==> src/rtl/spi_xfer_ctrl_if.sv <==
// spi_xfer_ctrl_if: bundle between a host/register block, the transaction
// sequencer and the byte-level SPI master core.
//   command : start, wr_len, rd_len, abort -> busy, done, status
//   tx      : tx_data, tx_valid -> tx_ready (one-entry prefetch)
//   rx      : rx_data, rx_valid (one-cycle pulse per read byte)
//   core    : spi_ena, spi_byte_2_send -> spi_byte_received,
//             spi_end_trans, spi_new_byte
// master = host + core side, slave = the sequencer.
interface spi_xfer_ctrl_if #(
    parameter int LEN_W = 8
);
    logic             start;
    logic [LEN_W-1:0] wr_len;
    logic [LEN_W-1:0] rd_len;
    logic             abort;
    logic             busy;
    logic             done;
    logic [1:0]       status;

    logic [7:0]       tx_data;
    logic             tx_valid;
    logic             tx_ready;

    logic [7:0]       rx_data;
    logic             rx_valid;

    logic             spi_ena;
    logic [7:0]       spi_byte_2_send;
    logic [7:0]       spi_byte_received;
    logic             spi_end_trans;
    logic             spi_new_byte;

    modport master (
        output start,
        output wr_len,
        output rd_len,
        output abort,
        output tx_data,
        output tx_valid,
        output spi_byte_received,
        output spi_end_trans,
        output spi_new_byte,
        input  busy,
        input  done,
        input  status,
        input  tx_ready,
        input  rx_data,
        input  rx_valid,
        input  spi_ena,
        input  spi_byte_2_send
    );

    modport slave (
        input  start,
        input  wr_len,
        input  rd_len,
        input  abort,
        input  tx_data,
        input  tx_valid,
        input  spi_byte_received,
        input  spi_end_trans,
        input  spi_new_byte,
        output busy,
        output done,
        output status,
        output tx_ready,
        output rx_data,
        output rx_valid,
        output spi_ena,
        output spi_byte_2_send
    );
endinterface

==> src/rtl/spi_xfer_ctrl.sv <==
// spi_xfer_ctrl: runs one SPI command of wr_len write bytes then rd_len
// read bytes on a byte-level SPI master core, holding its enable (and so
// chip select) across the whole command.
// Ports: clk, arstn (async active-low), bus (spi_xfer_ctrl_if.slave)
//   carrying the command, tx prefetch stream, rx pulse stream and the
//   core control/status signals.
module spi_xfer_ctrl #(
    parameter logic [7:0] DUMMY_BYTE = 8'hFF,
    parameter int          LEN_W     = 8
) (
    input  logic           clk,
    input  logic           arstn,
    spi_xfer_ctrl_if.slave bus
);

    localparam int CW = LEN_W + 1;

    localparam logic [1:0] ST_OK    = 2'b00;
    localparam logic [1:0] ST_UNDER = 2'b01;
    localparam logic [1:0] ST_ABORT = 2'b10;

    typedef enum logic [2:0] {
        S_IDLE,
        S_PREP,
        S_RUN,
        S_DRAIN,
        S_DONE
    } state_t;

    state_t           state_q;
    state_t           state_d;

    logic [LEN_W-1:0] wr_len_q;
    logic [LEN_W-1:0] wr_len_d;
    logic [CW-1:0]    total_q;
    logic [CW-1:0]    total_d;
    logic [LEN_W-1:0] fetched_q;
    logic [LEN_W-1:0] fetched_d;
    logic [CW-1:0]    done_cnt_q;
    logic [CW-1:0]    done_cnt_d;

    logic [7:0]       buf_q;
    logic [7:0]       buf_d;
    logic             buf_vld_q;
    logic             buf_vld_d;

    logic             busy_q;
    logic             busy_d;
    logic             done_q;
    logic             done_d;
    logic [1:0]       status_q;
    logic [1:0]       status_d;

    logic [7:0]       rx_data_q;
    logic [7:0]       rx_data_d;
    logic             rx_pend_q;
    logic             rx_pend_d;
    logic             rx_valid_q;
    logic             rx_valid_d;

    logic             ena_q;
    logic             ena_d;
    logic [7:0]       tx_byte_q;
    logic [7:0]       tx_byte_d;
    logic             end_trans_q;

    logic [CW-1:0]    start_total;
    logic [CW-1:0]    wr_len_x;
    logic [CW-1:0]    cnt_inc;
    logic             tx_ready_w;
    logic             tx_fire;
    logic             end_rise;
    logic             rd_phase;
    logic             next_wr;

    assign start_total = CW'(bus.wr_len) + CW'(bus.rd_len);
    assign wr_len_x    = CW'(wr_len_q);
    assign cnt_inc     = done_cnt_q + CW'(1);

    assign tx_ready_w = busy_q & ~buf_vld_q & (fetched_q < wr_len_q);
    assign tx_fire    = bus.tx_valid & tx_ready_w;

    // A byte completes on the rising edge of end_trans; the level stays
    // high for a whole SCL period, so only the edge may count.
    assign end_rise = bus.spi_end_trans & ~end_trans_q;

    // Index of the byte just completed is done_cnt_q; the next one is
    // cnt_inc.
    assign rd_phase = done_cnt_q >= wr_len_x;
    assign next_wr  = cnt_inc < wr_len_x;

    always_comb begin
        state_d    = state_q;
        wr_len_d   = wr_len_q;
        total_d    = total_q;
        fetched_d  = fetched_q;
        done_cnt_d = done_cnt_q;
        buf_d      = buf_q;
        buf_vld_d  = buf_vld_q;
        busy_d     = busy_q;
        done_d     = 1'b0;
        status_d   = status_q;
        rx_data_d  = rx_data_q;
        rx_pend_d  = 1'b0;
        rx_valid_d = rx_pend_q;
        ena_d      = ena_q;
        tx_byte_d  = tx_byte_q;

        // Fill never collides with a consume: fill needs the buffer empty,
        // consume needs it full.
        if (tx_fire) begin
            buf_d     = bus.tx_data;
            buf_vld_d = 1'b1;
            fetched_d = fetched_q + LEN_W'(1);
        end

        unique case (state_q)
            S_IDLE: begin
                if (bus.start && (start_total != '0)) begin
                    state_d    = S_PREP;
                    wr_len_d   = bus.wr_len;
                    total_d    = start_total;
                    fetched_d  = '0;
                    done_cnt_d = '0;
                    buf_vld_d  = 1'b0;
                    busy_d     = 1'b1;
                    status_d   = ST_OK;
                end
            end

            S_PREP: begin
                if (bus.abort) begin
                    state_d  = S_DONE;
                    status_d = ST_ABORT;
                    done_d   = 1'b1;
                    busy_d   = 1'b0;
                end else if (wr_len_q != '0) begin
                    if (buf_vld_q) begin
                        tx_byte_d = buf_q;
                        buf_vld_d = 1'b0;
                        ena_d     = 1'b1;
                        state_d   = S_RUN;
                    end
                end else begin
                    tx_byte_d = DUMMY_BYTE;
                    ena_d     = 1'b1;
                    state_d   = S_RUN;
                end
            end

            S_RUN: begin
                if (end_rise) begin
                    done_cnt_d = cnt_inc;
                    if (rd_phase) begin
                        rx_data_d = bus.spi_byte_received;
                        rx_pend_d = 1'b1;
                    end
                    // Dropping ena during end_trans lets the core stop
                    // cleanly at the end of this byte.
                    if (cnt_inc == total_q) begin
                        ena_d   = 1'b0;
                        state_d = S_DRAIN;
                    end else if (bus.abort) begin
                        ena_d    = 1'b0;
                        status_d = ST_ABORT;
                        state_d  = S_DRAIN;
                    end else if (next_wr && !buf_vld_q) begin
                        ena_d    = 1'b0;
                        status_d = ST_UNDER;
                        state_d  = S_DRAIN;
                    end else if (next_wr) begin
                        tx_byte_d = buf_q;
                        buf_vld_d = 1'b0;
                    end else begin
                        tx_byte_d = DUMMY_BYTE;
                    end
                end
            end

            S_DRAIN: begin
                if (!bus.spi_end_trans) begin
                    state_d = S_DONE;
                    done_d  = 1'b1;
                    busy_d  = 1'b0;
                end
            end

            S_DONE: begin
                buf_vld_d = 1'b0;
                state_d   = S_IDLE;
            end

            default: begin
                state_d = S_IDLE;
            end
        endcase
    end

    always_ff @(posedge clk or negedge arstn) begin
        if (!arstn) begin
            state_q     <= S_IDLE;
            wr_len_q    <= '0;
            total_q     <= '0;
            fetched_q   <= '0;
            done_cnt_q  <= '0;
            buf_q       <= '0;
            buf_vld_q   <= 1'b0;
            busy_q      <= 1'b0;
            done_q      <= 1'b0;
            status_q    <= ST_OK;
            rx_data_q   <= '0;
            rx_pend_q   <= 1'b0;
            rx_valid_q  <= 1'b0;
            ena_q       <= 1'b0;
            tx_byte_q   <= '0;
            end_trans_q <= 1'b0;
        end else begin
            state_q     <= state_d;
            wr_len_q    <= wr_len_d;
            total_q     <= total_d;
            fetched_q   <= fetched_d;
            done_cnt_q  <= done_cnt_d;
            buf_q       <= buf_d;
            buf_vld_q   <= buf_vld_d;
            busy_q      <= busy_d;
            done_q      <= done_d;
            status_q    <= status_d;
            rx_data_q   <= rx_data_d;
            rx_pend_q   <= rx_pend_d;
            rx_valid_q  <= rx_valid_d;
            ena_q       <= ena_d;
            tx_byte_q   <= tx_byte_d;
            end_trans_q <= bus.spi_end_trans;
        end
    end

    assign bus.busy            = busy_q;
    assign bus.done            = done_q;
    assign bus.status          = status_q;
    assign bus.tx_ready        = tx_ready_w;
    assign bus.rx_data         = rx_data_q;
    assign bus.rx_valid        = rx_valid_q;
    assign bus.spi_ena         = ena_q;
    assign bus.spi_byte_2_send = tx_byte_q;

endmodule

==> src/flat_wrapper.sv <==
// flat-port wrapper written by rule: the top's interface ports become plain ports
module spi_xfer_ctrl_flat 
#(
    parameter logic [7:0] DUMMY_BYTE = 8'hFF,
    parameter int          LEN_W     = 8
)
  (clk, arstn, bus_start, bus_wr_len, bus_rd_len, bus_abort, bus_tx_data, bus_tx_valid, bus_spi_byte_received, bus_spi_end_trans, bus_spi_new_byte, bus_busy, bus_done, bus_status, bus_tx_ready, bus_rx_data, bus_rx_valid, bus_spi_ena, bus_spi_byte_2_send);
  spi_xfer_ctrl_if #(.LEN_W(LEN_W)) bus_i ();
  input  logic clk;
  input  logic arstn;
  input wire logic [$bits(bus_i.start)-1:0] bus_start;
  input wire logic [$bits(bus_i.wr_len)-1:0] bus_wr_len;
  input wire logic [$bits(bus_i.rd_len)-1:0] bus_rd_len;
  input wire logic [$bits(bus_i.abort)-1:0] bus_abort;
  input wire logic [$bits(bus_i.tx_data)-1:0] bus_tx_data;
  input wire logic [$bits(bus_i.tx_valid)-1:0] bus_tx_valid;
  input wire logic [$bits(bus_i.spi_byte_received)-1:0] bus_spi_byte_received;
  input wire logic [$bits(bus_i.spi_end_trans)-1:0] bus_spi_end_trans;
  input wire logic [$bits(bus_i.spi_new_byte)-1:0] bus_spi_new_byte;
  output wire logic [$bits(bus_i.busy)-1:0] bus_busy;
  output wire logic [$bits(bus_i.done)-1:0] bus_done;
  output wire logic [$bits(bus_i.status)-1:0] bus_status;
  output wire logic [$bits(bus_i.tx_ready)-1:0] bus_tx_ready;
  output wire logic [$bits(bus_i.rx_data)-1:0] bus_rx_data;
  output wire logic [$bits(bus_i.rx_valid)-1:0] bus_rx_valid;
  output wire logic [$bits(bus_i.spi_ena)-1:0] bus_spi_ena;
  output wire logic [$bits(bus_i.spi_byte_2_send)-1:0] bus_spi_byte_2_send;
  assign bus_i.start = bus_start;
  assign bus_i.wr_len = bus_wr_len;
  assign bus_i.rd_len = bus_rd_len;
  assign bus_i.abort = bus_abort;
  assign bus_i.tx_data = bus_tx_data;
  assign bus_i.tx_valid = bus_tx_valid;
  assign bus_i.spi_byte_received = bus_spi_byte_received;
  assign bus_i.spi_end_trans = bus_spi_end_trans;
  assign bus_i.spi_new_byte = bus_spi_new_byte;
  assign bus_busy = bus_i.busy;
  assign bus_done = bus_i.done;
  assign bus_status = bus_i.status;
  assign bus_tx_ready = bus_i.tx_ready;
  assign bus_rx_data = bus_i.rx_data;
  assign bus_rx_valid = bus_i.rx_valid;
  assign bus_spi_ena = bus_i.spi_ena;
  assign bus_spi_byte_2_send = bus_i.spi_byte_2_send;
  spi_xfer_ctrl #(.DUMMY_BYTE(DUMMY_BYTE), .LEN_W(LEN_W)) u_core (.clk(clk), .arstn(arstn), .bus(bus_i));
endmodule
==> config.mk <==
export PLATFORM = sky130hd
export DESIGN_NAME = spi_xfer_ctrl_flat
export DESIGN_NICKNAME = d
export VERILOG_FILES = /design/src/rtl/spi_xfer_ctrl_if.sv /design/src/rtl/spi_xfer_ctrl.sv /design/src/flat_wrapper.sv
export SDC_FILE = /design/constraint.sdc
export NUM_CORES = 1
export LEC_CHECK = 0
export ABC_CLOCK_PERIOD_IN_PS = 4200
export BUFFER_PORTS_ARGS = -buffer_cell sky130_fd_sc_hd__buf_2
export CAP_MARGIN = 20
export CORE_MARGIN = 4
export CORE_UTILIZATION = 45
export DETAILED_ROUTE_END_ITERATION = 7
export HOLD_SLACK_MARGIN = 0.08
export PLACE_DENSITY = 0.7
export SLEW_MARGIN = 10
export SYNTH_ARGS = -nofsm -noshare
export SYNTH_HDL_FRONTEND = slang
export SYNTH_SLANG_ARGS = --single-unit
==> constraint.sdc <==
create_clock -name clk -period 4.2 [get_ports clk]
set_clock_uncertainty 0.05 [all_clocks]
set_input_delay 0.42 -clock clk [delete_from_list [all_inputs] [get_ports clk]]
set_output_delay 0.42 -clock clk [all_outputs]
set_load 0.05 [all_outputs]
# Yosys cells after proc, flatten, opt, wreduce, memory -nomap -nowiden
# Index checks and enable logic that the tools add are counted.
dict set report word_totals {
  out_inout_bits 23
  reg_bits 70
  inputBits 39
}
dict set report classes {
  n_lt_le_gt_ge 3
  bitwise_logic 6
  reduce_logical 18
  n_eq_ne 17
  add_sub_neg 3
  muxes 61
}
# op n
set ops {}
lappend ops {{8-bit two-way mux} 11}
lappend ops {{3-bit two-way mux} 9}
lappend ops {{1-bit two-way mux} 25}
lappend ops {{9-bit two-way mux} 2}
lappend ops {{9-bit case mux with 2 select lines} 1}
lappend ops {{8-bit case mux with 2 select lines} 1}
lappend ops {{2-bit two-way mux} 6}
lappend ops {{2-bit inequality test (second input constant)} 6}
lappend ops {{3-bit case mux with 4 select lines} 1}
lappend ops {{5-bit AND reduction} 2}
lappend ops {{8-bit by 8-bit adder with 9-bit output} 1}
lappend ops {{9-bit by 1-bit adder with 9-bit output (second input constant)} 1}
lappend ops {{9-bit == test} 1}
lappend ops {{9-bit by 8-bit >= comparator with 1-bit output} 1}
lappend ops {{9-bit by 8-bit less-than comparator with 1-bit output} 1}
lappend ops {{9-bit nonzero test} 1}
lappend ops {{8-bit by 1-bit adder with 8-bit output (second input constant)} 1}
lappend ops {{8-bit less-than comparator} 1}
lappend ops {{8-bit nonzero test} 1}
lappend ops {{7-bit AND reduction} 1}
lappend ops {{3-bit by 2-bit == test with 1-bit output (second input constant)} 2}
lappend ops {{3-bit by 2-bit inequality test with 1-bit output (second input constant)} 2}
lappend ops {{2-bit case mux with 3 select lines} 1}
lappend ops {{3-bit AND reduction} 2}
lappend ops {{18 further kinds} 27}

# Longest topological paths before layout
# Gate-level depths: netlist (run 1).
dict set report logic_depth {
  ltp_word 11
  mapped_depth 13
  ltp_nobuf 12
}

# Least setup slack after synthesis (run 1)
# Ideal clock, no wire load.
dict set report synth_path {
  kind {register to register}
  from {register u_core.done_cnt_q[0]}
  to {register u_core.state_q[1]}
  stages_incl_launch_ff 14
  setup_slack_ns 0.836
  setup_time_ns 0.127
  synth_period_minus_slack_ns 3.364
  arrival_time_ns 3.186
  path_buffers 1
  path_cell_list {dfrtp_1 -> ha_1 -> buf_2 -> and4_1 -> nand2_1 -> xnor2_1 -> ha_1 -> a2111oi_0 -> nor3_1 -> a211oi_1 -> nand2_1 -> a31oi_1 -> and2b_1 -> mux2_1}
}
dict set report synth_between {
  elab_chain_len 5
  word_cells_on_any_way 9
  cone_classes {add/sub (1); order compare (1); eq/ne (2); mux (3); reduce/logical (2)}
}
# item line
set synth_rtl {}
lappend synth_rtl {{start, declared} spi_xfer_ctrl.sv:39} ;# logic [CW-1:0] done_cnt_q;
lappend synth_rtl {{start signal, assigned} spi_xfer_ctrl.sv:222} ;# done_cnt_q <= done_cnt_d;
lappend synth_rtl {{9-bit by 1-bit adder with 9-bit output *} spi_xfer_ctrl.sv:78} ;# assign cnt_inc = done_cnt_q + CW'(1);
lappend synth_rtl {{9-bit by 8-bit less-than comparator with 1-bit output / 9-bit == test (equally long branches)} {spi_xfer_ctrl.sv:90, spi_xfer_ctrl.sv:160}}
lappend synth_rtl {{1-bit logical AND / 3-bit two-way mux (equally long branches)} {spi_xfer_ctrl.sv:167, spi_xfer_ctrl.sv:160}}
lappend synth_rtl {{4-bit by 2-bit inequality test with 1-bit output (no line) / 3-bit two-way mux (equally long branches)} -}
lappend synth_rtl {{5-bit AND reduction (no line) / 3-bit case mux with 4 select lines (equally long branches)} -}
lappend synth_rtl {{end signal, assigned} spi_xfer_ctrl.sv:218} ;# state_q <= state_d;
lappend synth_rtl {{end, declared} spi_xfer_ctrl.sv:30} ;# state_t state_q;
# Every way passes the cells marked *; elsewhere a longest branch is shown, timed or not. The select of a mux whose other input is x is not followed.
# A chain may end at the register's enable or synchronous reset.

# Worst setup path in the final report (run 1)
# Ends and elaborated chain as after synthesis.

==> results summary, run 1 <==
The number of H-tree levels is 3. The die covers 11300 um^2. The post-synthesis async set-or-reset flop share came out at 100%. The post-detailed-routing wire length is 9.78 mm. The detailed-routing iteration count for the pre-antenna-repair pass came out at 7. TritonCTS built the clock tree. The count of placed standard cells in the final layout, fillers left out came out at 628. The number of clock buffers added by TritonCTS is 9. The worst setup path is captured at a flop.

The count of fill cells added during filler insertion is 827. For this run, the leading register cell type out of synthesis is sky130_fd_sc_hd__dfrtp_1. The data arrival time of the critical path is 3.97 ns.

0 antenna diodes ended up in the layout. Row generation in the floorplan step produced 35 rows. The total of hold buffers inserted after clock tree synthesis is 0. Setup violations remaining at the end of the flow were counted as 0.

The per-cell routed wire length is 15.6 um. The first routing iteration left 126 violations. The relative slew slack came out at 47.5%. For this run, the share of the core covered by cells in the final layout is 53.6%. Adding up every negative setup slack in the final design gives 0 ns. The routed via count is 3442. Clock latency on the worst-skew pair, taken at its later pin, is 0.36 ns. The static leakage power came out at 0.00243 uW.

In this run the post-CTS setup repair buffer count came out at 0. The number of global-route vias before repair is 3528. The achievable frequency is 265 MHz. The actual transition at the worst max-transition pin came out at 0.787 ns. Gates resized during post-CTS repair numbered 0. The fraction of final layout cells sized beyond drive strength 1 came out at 23.6%. The number of different library cells in the post-synthesis netlist came out at 75. The number of nets in the layout came out at 567.

The number of maximum-capacitance violations is 0. The floorplan step set the die width to 106 um. The count of nets left with antenna violations once routing finished came out at 0. The sequential cell area fraction in the yosys report is 40.2%. Summed over all layers, the global routing overflow is 0. The initial antenna violation count is 0. The number of buffers inserted by port buffering came out at 60. The half-perimeter wire length after detailed placement is 7.36 mm. The largest buffer count on any clock path is 2. The run finished with clean final reports. The core area is 9330 um^2.

Clock tree synthesis selected as its root buffer the cell sky130_fd_sc_hd__clkbuf_8. The critical path in this run is classified as reg2reg. The initial utilization of the core area, before any placement, comes to 46.8%.

The y dimension of the die is 106 um. The number of sinks handled by clock tree synthesis is 70. Setup repair after global routing left no endpoint under its margin.

The synthesis warning total is 0. The area taken by flip-flops and latches came out at 1750 um^2. The number of remaining DRC errors came out at 0. Across the VDD grid, the largest voltage drop is 0.360 mV. The total power consumption of the routed design came out at 3170 uW. The worst hold path belongs to the class in2async.

The final count of hold timing violations came out at 0. The number of placed instances, taps included, is 612. Clock-pin slew was measured on the worst setup and hold paths at 0.08 ns. Across every metal layer, demand over resource in global routing totals 18.3%. The first global-routing pass estimated 16.7 mm of wire. The data required time of the critical path came out at 4.39 ns.

STA classifies the critical path startpoint as a flop. In this run, synthesis produced a sequential element count of 70. The average vias per placed instance came out at 5.48.

At the end of routability-driven placement, the weighted congestion stood at 0.919. The area of combinational cells with multiple inputs is 2420 um^2. The number of max-slew violations in the final report is 0. The number of enable flip-flop cells after synthesis came out at 0. The minimum clock period came out at 3.77 ns.

The maximum number of pins on one net before global-route repair is 37. The mean instance size in the synthesized netlist came out at 10.1 um^2. The count of pins on the block boundary is 62. The number of cells produced by synthesis is 432. The total power density per cell area is 635 nW/um^2. The cell area that synthesis handed to floorplanning was 4360 um^2. The number of nets produced by synthesis is 505. The area added between synthesis and finish is 14.7%.

The final critical path takes up 89.8% of the cycle. The worst-path maximum fanout is 8.
-- cells in the mapped netlist, types with 6 or more instances --
cell                      number  area, um^2
sky130_fd_sc_hd__o21ai_0      13        65.1
sky130_fd_sc_hd__nor3_1       11        55.1
sky130_fd_sc_hd__xnor2_1      12         105
sky130_fd_sc_hd__dfrtp_1      70        1750
sky130_fd_sc_hd__and2_1        6        37.5
sky130_fd_sc_hd__ha_1         33         413
sky130_fd_sc_hd__xor2_1       10        87.6
sky130_fd_sc_hd__nand3_1       8        40.0
sky130_fd_sc_hd__mux2_2       17         191
sky130_fd_sc_hd__o21ai_1      14        70.1
sky130_fd_sc_hd__nand2_1      41         154
sky130_fd_sc_hd__inv_1        26        97.6
sky130_fd_sc_hd__a21oi_1      18        90.1
sky130_fd_sc_hd__mux2i_1      11         110
sky130_fd_sc_hd__nor2_1       28         105
-- through the flow --
step | hold slack, ns | cell area [um^2] | setup slack, ns
after floorplan | 0.0744 | 4360 | 0.836
after global placement | 0.283 | 4770 | 0.622
after detailed placement | 0.287 | 4770 | 0.499
after CTS | 0.109 | 5000 | 0.413
after global routing | 0.150 | 5000 | 0.0927
final | 0.0865 | 5000 | 0.428
-- cell type report --
class / count / area share (%)
Tap cell: 129 / 3.23
Sequential cell: 70 / 35.0
Multi-Input combinational cell: 321 / 48.4
Clock buffer: 9 / 2.48
Inverter: 27 / 2.03
Clock inverter: 7 / 2.10
Timing Repair Buffer: 65 / 6.76
-- critical path, stage by stage (launching register included) --
cell	delay [ns]
sky130_fd_sc_hd__dfrtp_1	0.54
sky130_fd_sc_hd__ha_1	0.23
sky130_fd_sc_hd__and4_1	0.25
sky130_fd_sc_hd__nand2_1	0.11
sky130_fd_sc_hd__xnor2_1	0.21
sky130_fd_sc_hd__ha_1	0.28
sky130_fd_sc_hd__a2111oi_0	0.40
sky130_fd_sc_hd__o21ai_0	0.15
sky130_fd_sc_hd__a211oi_1	0.39
sky130_fd_sc_hd__nand2_1	0.17
sky130_fd_sc_hd__a31oi_1	0.34
sky130_fd_sc_hd__and2b_1	0.22
sky130_fd_sc_hd__mux2_1	0.32
-- registers in the layout, summed over array words and instances (netlist names) --
register                    flops
u_core.done_cnt_q               9
u_core.total_q                  9
u_core.buf_q                    8
u_core.bus.rx_data              8
u_core.bus.spi_byte_2_send      8
u_core.fetched_q                8
u_core.wr_len_q                 8
u_core.state_q                  3
u_core.bus.status               2
u_core.buf_vld_q                1
u_core.bus.busy                 1
u_core.bus.done                 1
u_core.bus.rx_valid             1
u_core.bus.spi_ena              1
u_core.end_trans_q              1
u_core.rx_pend_q                1
-- final timing paths --
check | slack [ns] | from | cells past startpoint | end
worst max register to register | 0.43 | u_core.done_cnt_q[0]$_DFFE_PN0P_ | 12 | u_core.state_q[1]$_DFFE_PN0P_
min in group clk | 0.17 | bus_spi_end_trans | 1 | u_core.end_trans_q$_DFF_PN0_
worst max-delay path | 0.43 | u_core.done_cnt_q[0]$_DFFE_PN0P_ | 12 | u_core.state_q[1]$_DFFE_PN0P_
max in group asynchronous | 3.08 | arstn | 2 | u_core.bus.rx_data[6]$_DFFE_PN0P_
worst min-delay path | 0.09 | arstn | 1 | u_core.wr_len_q[5]$_DFFE_PN0P_
worst min register to register | 0.30 | u_core.rx_pend_q$_DFF_PN0_ | 0 | u_core.bus.rx_valid$_DFF_PN0_
-- per-layer routing --
metal,GRT usage [%],up-vias,part of all wire [%]
met2,30.3,80,48
met1,23.8,1667,45
met3,3.83,16,4.2
met4,6.48,0,1.8
met5,0,-,0
li1,-,1679,-
-- report_power, final --
group	total, uW	switching, uW	internal [uW]
combinational	1460	920	536
sequential	1090	185	904
clock	630	286	343
-- logic make-up after synthesis --
| family | synth area share, % |
|---|---|
| AND/OR/NAND/NOR | 17.4 |
| buffers and inverters | 4.36 |
| multiplexers | 7.77 |
| XOR/XNOR | 5.88 |
| flip-flops | 40.2 |
| adder cells (fa/ha/maj) | 9.93 |
| AO/OA/AOI/OAI | 14.5 |
-- placed cells by master, fill, tap and decap left out, drive strengths merged, types with 5 or more instances in the layout --
cell and count:
a21o 5, a21oi 20, and2 6, and3 5, buf 65, clkbuf 9
dfrtp 70, ha 33, inv 30, mux2 20, mux2i 11, nand2 43
nand3 9, nand4 5, nor2 29, nor3 12, o21ai 28, xnor2 13
xor2 10
No activity file was read; power rests on OpenSTA's default activity.
==> inputs of run 2 (changes only) <==
REMOVE_ABC_BUFFERS = 1   (was unset)
SLEW_MARGIN = 20   (was 10)
==> results summary, run 2 (synthesized netlist as in run 1, its figures left out) <==
The number of sinks handled by clock tree synthesis came out at 70. The core area came out at 9330 um^2. The largest buffer count on any clock path is 2. The fraction of final layout cells sized beyond drive strength 1 came out at 23.6%.

The actual transition at the worst max-transition pin is 0.893 ns. In the routed design, unresolved DRC markers number 0. After the first detailed-routing iteration, the DRC count stood at 138. The number of nets in the layout is 567. The first global-routing pass estimated 16.0 mm of wire. In this run the critical register-to-register path is captured at u_core.state_q[1]$_DFFE_PN0P_. The highest ir drop seen on vdd came out at 0.235 mV. The total of hold buffers inserted after clock tree synthesis came out at 0. The library cell used most frequently in the layout, excluding fill and tap cells, is sky130_fd_sc_hd__dfrtp_1. The remaining antenna violation count is 0.

Counting the buffers created by CTS gives 9. TritonCTS built the clock tree. The y dimension of the die is 106 um. The number of cells on the worst reg-to-reg path is 12. Setup repair after global routing left no endpoint under its margin.

The worst setup path is launched from a flop. The area added between synthesis and finish came out at 13.9%. The number of H-tree levels is 3. The setup-violating endpoint count in the final report is 0. The tightest min-delay check is of the in2async type. The largest registers in the layout are u_core.done_cnt_q (9), u_core.total_q (9). The register-to-register path setup slack came out at 0.47 ns. The critical path starts at u_core.done_cnt_q[0]$_DFFE_PN0P_. The start of the worst register-to-register path is u_core.done_cnt_q[0]$_DFFE_PN0P_. The remaining global-route overflow came out at 0.

The static leakage power is 0.00242 uW. The data arrival time of the critical path came out at 3.92 ns. The minimum clock period is 3.73 ns. The final critical-path share of the clock period is 88.9%. The final critical-path setup slack came out at 0.468 ns. The total power density per cell area is 619 nW/um^2.

0 antenna diodes ended up in the layout. The half-perimeter wire length after detailed placement came out at 7.24 mm. The post-detailed-routing wire length is 9.61 mm. After filler insertion, the fill cell instance count of the layout stands at 852. The number of buffers inserted by port buffering is 60. Timing would allow up to 268 MHz. The placer's final routability congestion estimate is 0.855.

Buffers added to address setup during post-CTS repair amount to 0. The number of max-slew violations in the final report is 0. The initial antenna violation count is 0.

The floorplan has 35 rows. Summing all multi-input logic gate instances after layout gives 2420 um^2. The post-route setup TNS is 0 ns. The initial core utilization is 46.8%. The relative slew slack is 40.5%.

The data required time of the critical path came out at 4.39 ns. Following the worst setup path forward leads to its endpoint at u_core.state_q[1]$_DFFE_PN0P_. The number of global-route vias before repair is 3417. The worst setup slack after placement came out at 0.522 ns.

Across the whole layout, storage elements account for 1750 um^2. The die width is 106 um. Across every metal layer, demand over resource in global routing totals 17.7%.

The detailed-routing iteration count for the pre-antenna-repair pass came out at 4. The clock edge transition at the registers on the reported setup and hold paths is 0.08 ns. The critical path is of the reg2reg type. The number of gates resized after cts came out at 0. The average vias per placed instance came out at 5.48. The per-cell routed wire length came out at 15.3 um. The number of maximum-capacitance violations is 0. The die footprint is 11300 um^2. The cell at the root of the clock tree is sky130_fd_sc_hd__clkbuf_8. The worst-path maximum fanout came out at 8. The library cells used most frequently in the layout, excluding fill and tap cells, are 70 x sky130_fd_sc_hd__dfrtp_1, 60 x sky130_fd_sc_hd__buf_2, 41 x sky130_fd_sc_hd__nand2_1, 33 x sky130_fd_sc_hd__ha_1, 28 x sky130_fd_sc_hd__nor2_1.

62 I/O pins were placed. The worst setup path is captured at a flop. The run finished with clean final reports. The clock latency of the later-clocked register in the worst-skew pair came out at 0.36 ns. The final count of hold timing violations is 0. The maximum number of pins on one net before global-route repair is 41. The routed via count is 3440.
==> run 2: cell types whose count changed in the layout (fill, tap and decap cells not counted), sizes merged <==
cell,delta
bufinv,-1
inv,-2
clkinv,+3
==> run 2: worst min path at each step <==
stage / startpoint / end / slack, ns / depth (start not counted)
after floorplan: arstn / u_core.buf_q[0]$_DFFE_PN0N_ / 0.07 / 0
after global placement: u_core.rx_pend_q$_DFF_PN0_ / u_core.bus.rx_valid$_DFF_PN0_ / 0.28 / 0
after detailed placement: u_core.rx_pend_q$_DFF_PN0_ / u_core.bus.rx_valid$_DFF_PN0_ / 0.29 / 0
after CTS: bus_spi_end_trans / u_core.end_trans_q$_DFF_PN0_ / 0.16 / 1
after global routing: bus_spi_end_trans / u_core.end_trans_q$_DFF_PN0_ / 0.17 / 1
final: arstn / u_core.wr_len_q[4]$_DFFE_PN0P_ / 0.13 / 1
==> run 2: per-stage QoR <==
stage	cells	hold WS [ns]	utilization [%]	total power [uW]	area (um^2)
3_3_place_gp	612	0.283	51.2	2490	4770
5_1_grt	628	0.167	53.3	3310	4970
6_report	628	0.134	53.3	3080	4970
3_5_place_dp	612	0.287	51.2	2540	4770
4_1_cts	628	0.161	53.3	3110	4970
2_1_floorplan	418	0.0744	-	2160	4270
==> run 2: critical path: stages (launching register included) <==
cell,delay (ns)
sky130_fd_sc_hd__dfrtp_1,0.53
sky130_fd_sc_hd__ha_1,0.22
sky130_fd_sc_hd__and4_1,0.25
sky130_fd_sc_hd__nand2_1,0.10
sky130_fd_sc_hd__xnor2_1,0.16
sky130_fd_sc_hd__ha_1,0.31
sky130_fd_sc_hd__a2111oi_0,0.39
sky130_fd_sc_hd__o21ai_0,0.18
sky130_fd_sc_hd__a211oi_1,0.42
sky130_fd_sc_hd__nand2_1,0.16
sky130_fd_sc_hd__a31oi_1,0.34
sky130_fd_sc_hd__and2b_1,0.21
sky130_fd_sc_hd__mux2_1,0.32
==> run 2: where the power goes <==
| group | total [uW] | switching [uW] | internal, uW |
|---|---|---|---|
| clock network | 549 | 273 | 276 |
| logic | 1450 | 914 | 535 |
| registers | 1080 | 174 | 904 |
==> run 2: routing by layer <==
layer | global-route usage (%) | part of all wire, % | vias to the layer above
met5 | 0 | 0 | -
met4 | 8.49 | 2.7 | 0
met3 | 3.40 | 4.0 | 21
met2 | 29.0 | 50 | 78
met1 | 22.4 | 43 | 1669
li1 | - | - | 1672
==> run 2: final cells by class <==
cell class	instances	area share (%)
Inverter	27	2.04
Timing Repair Buffer	65	6.80
Tap cell	129	3.25
Multi-Input combinational cell	321	48.7
Sequential cell	70	35.2
Clock inverter	7	1.49
Clock buffer	9	2.49
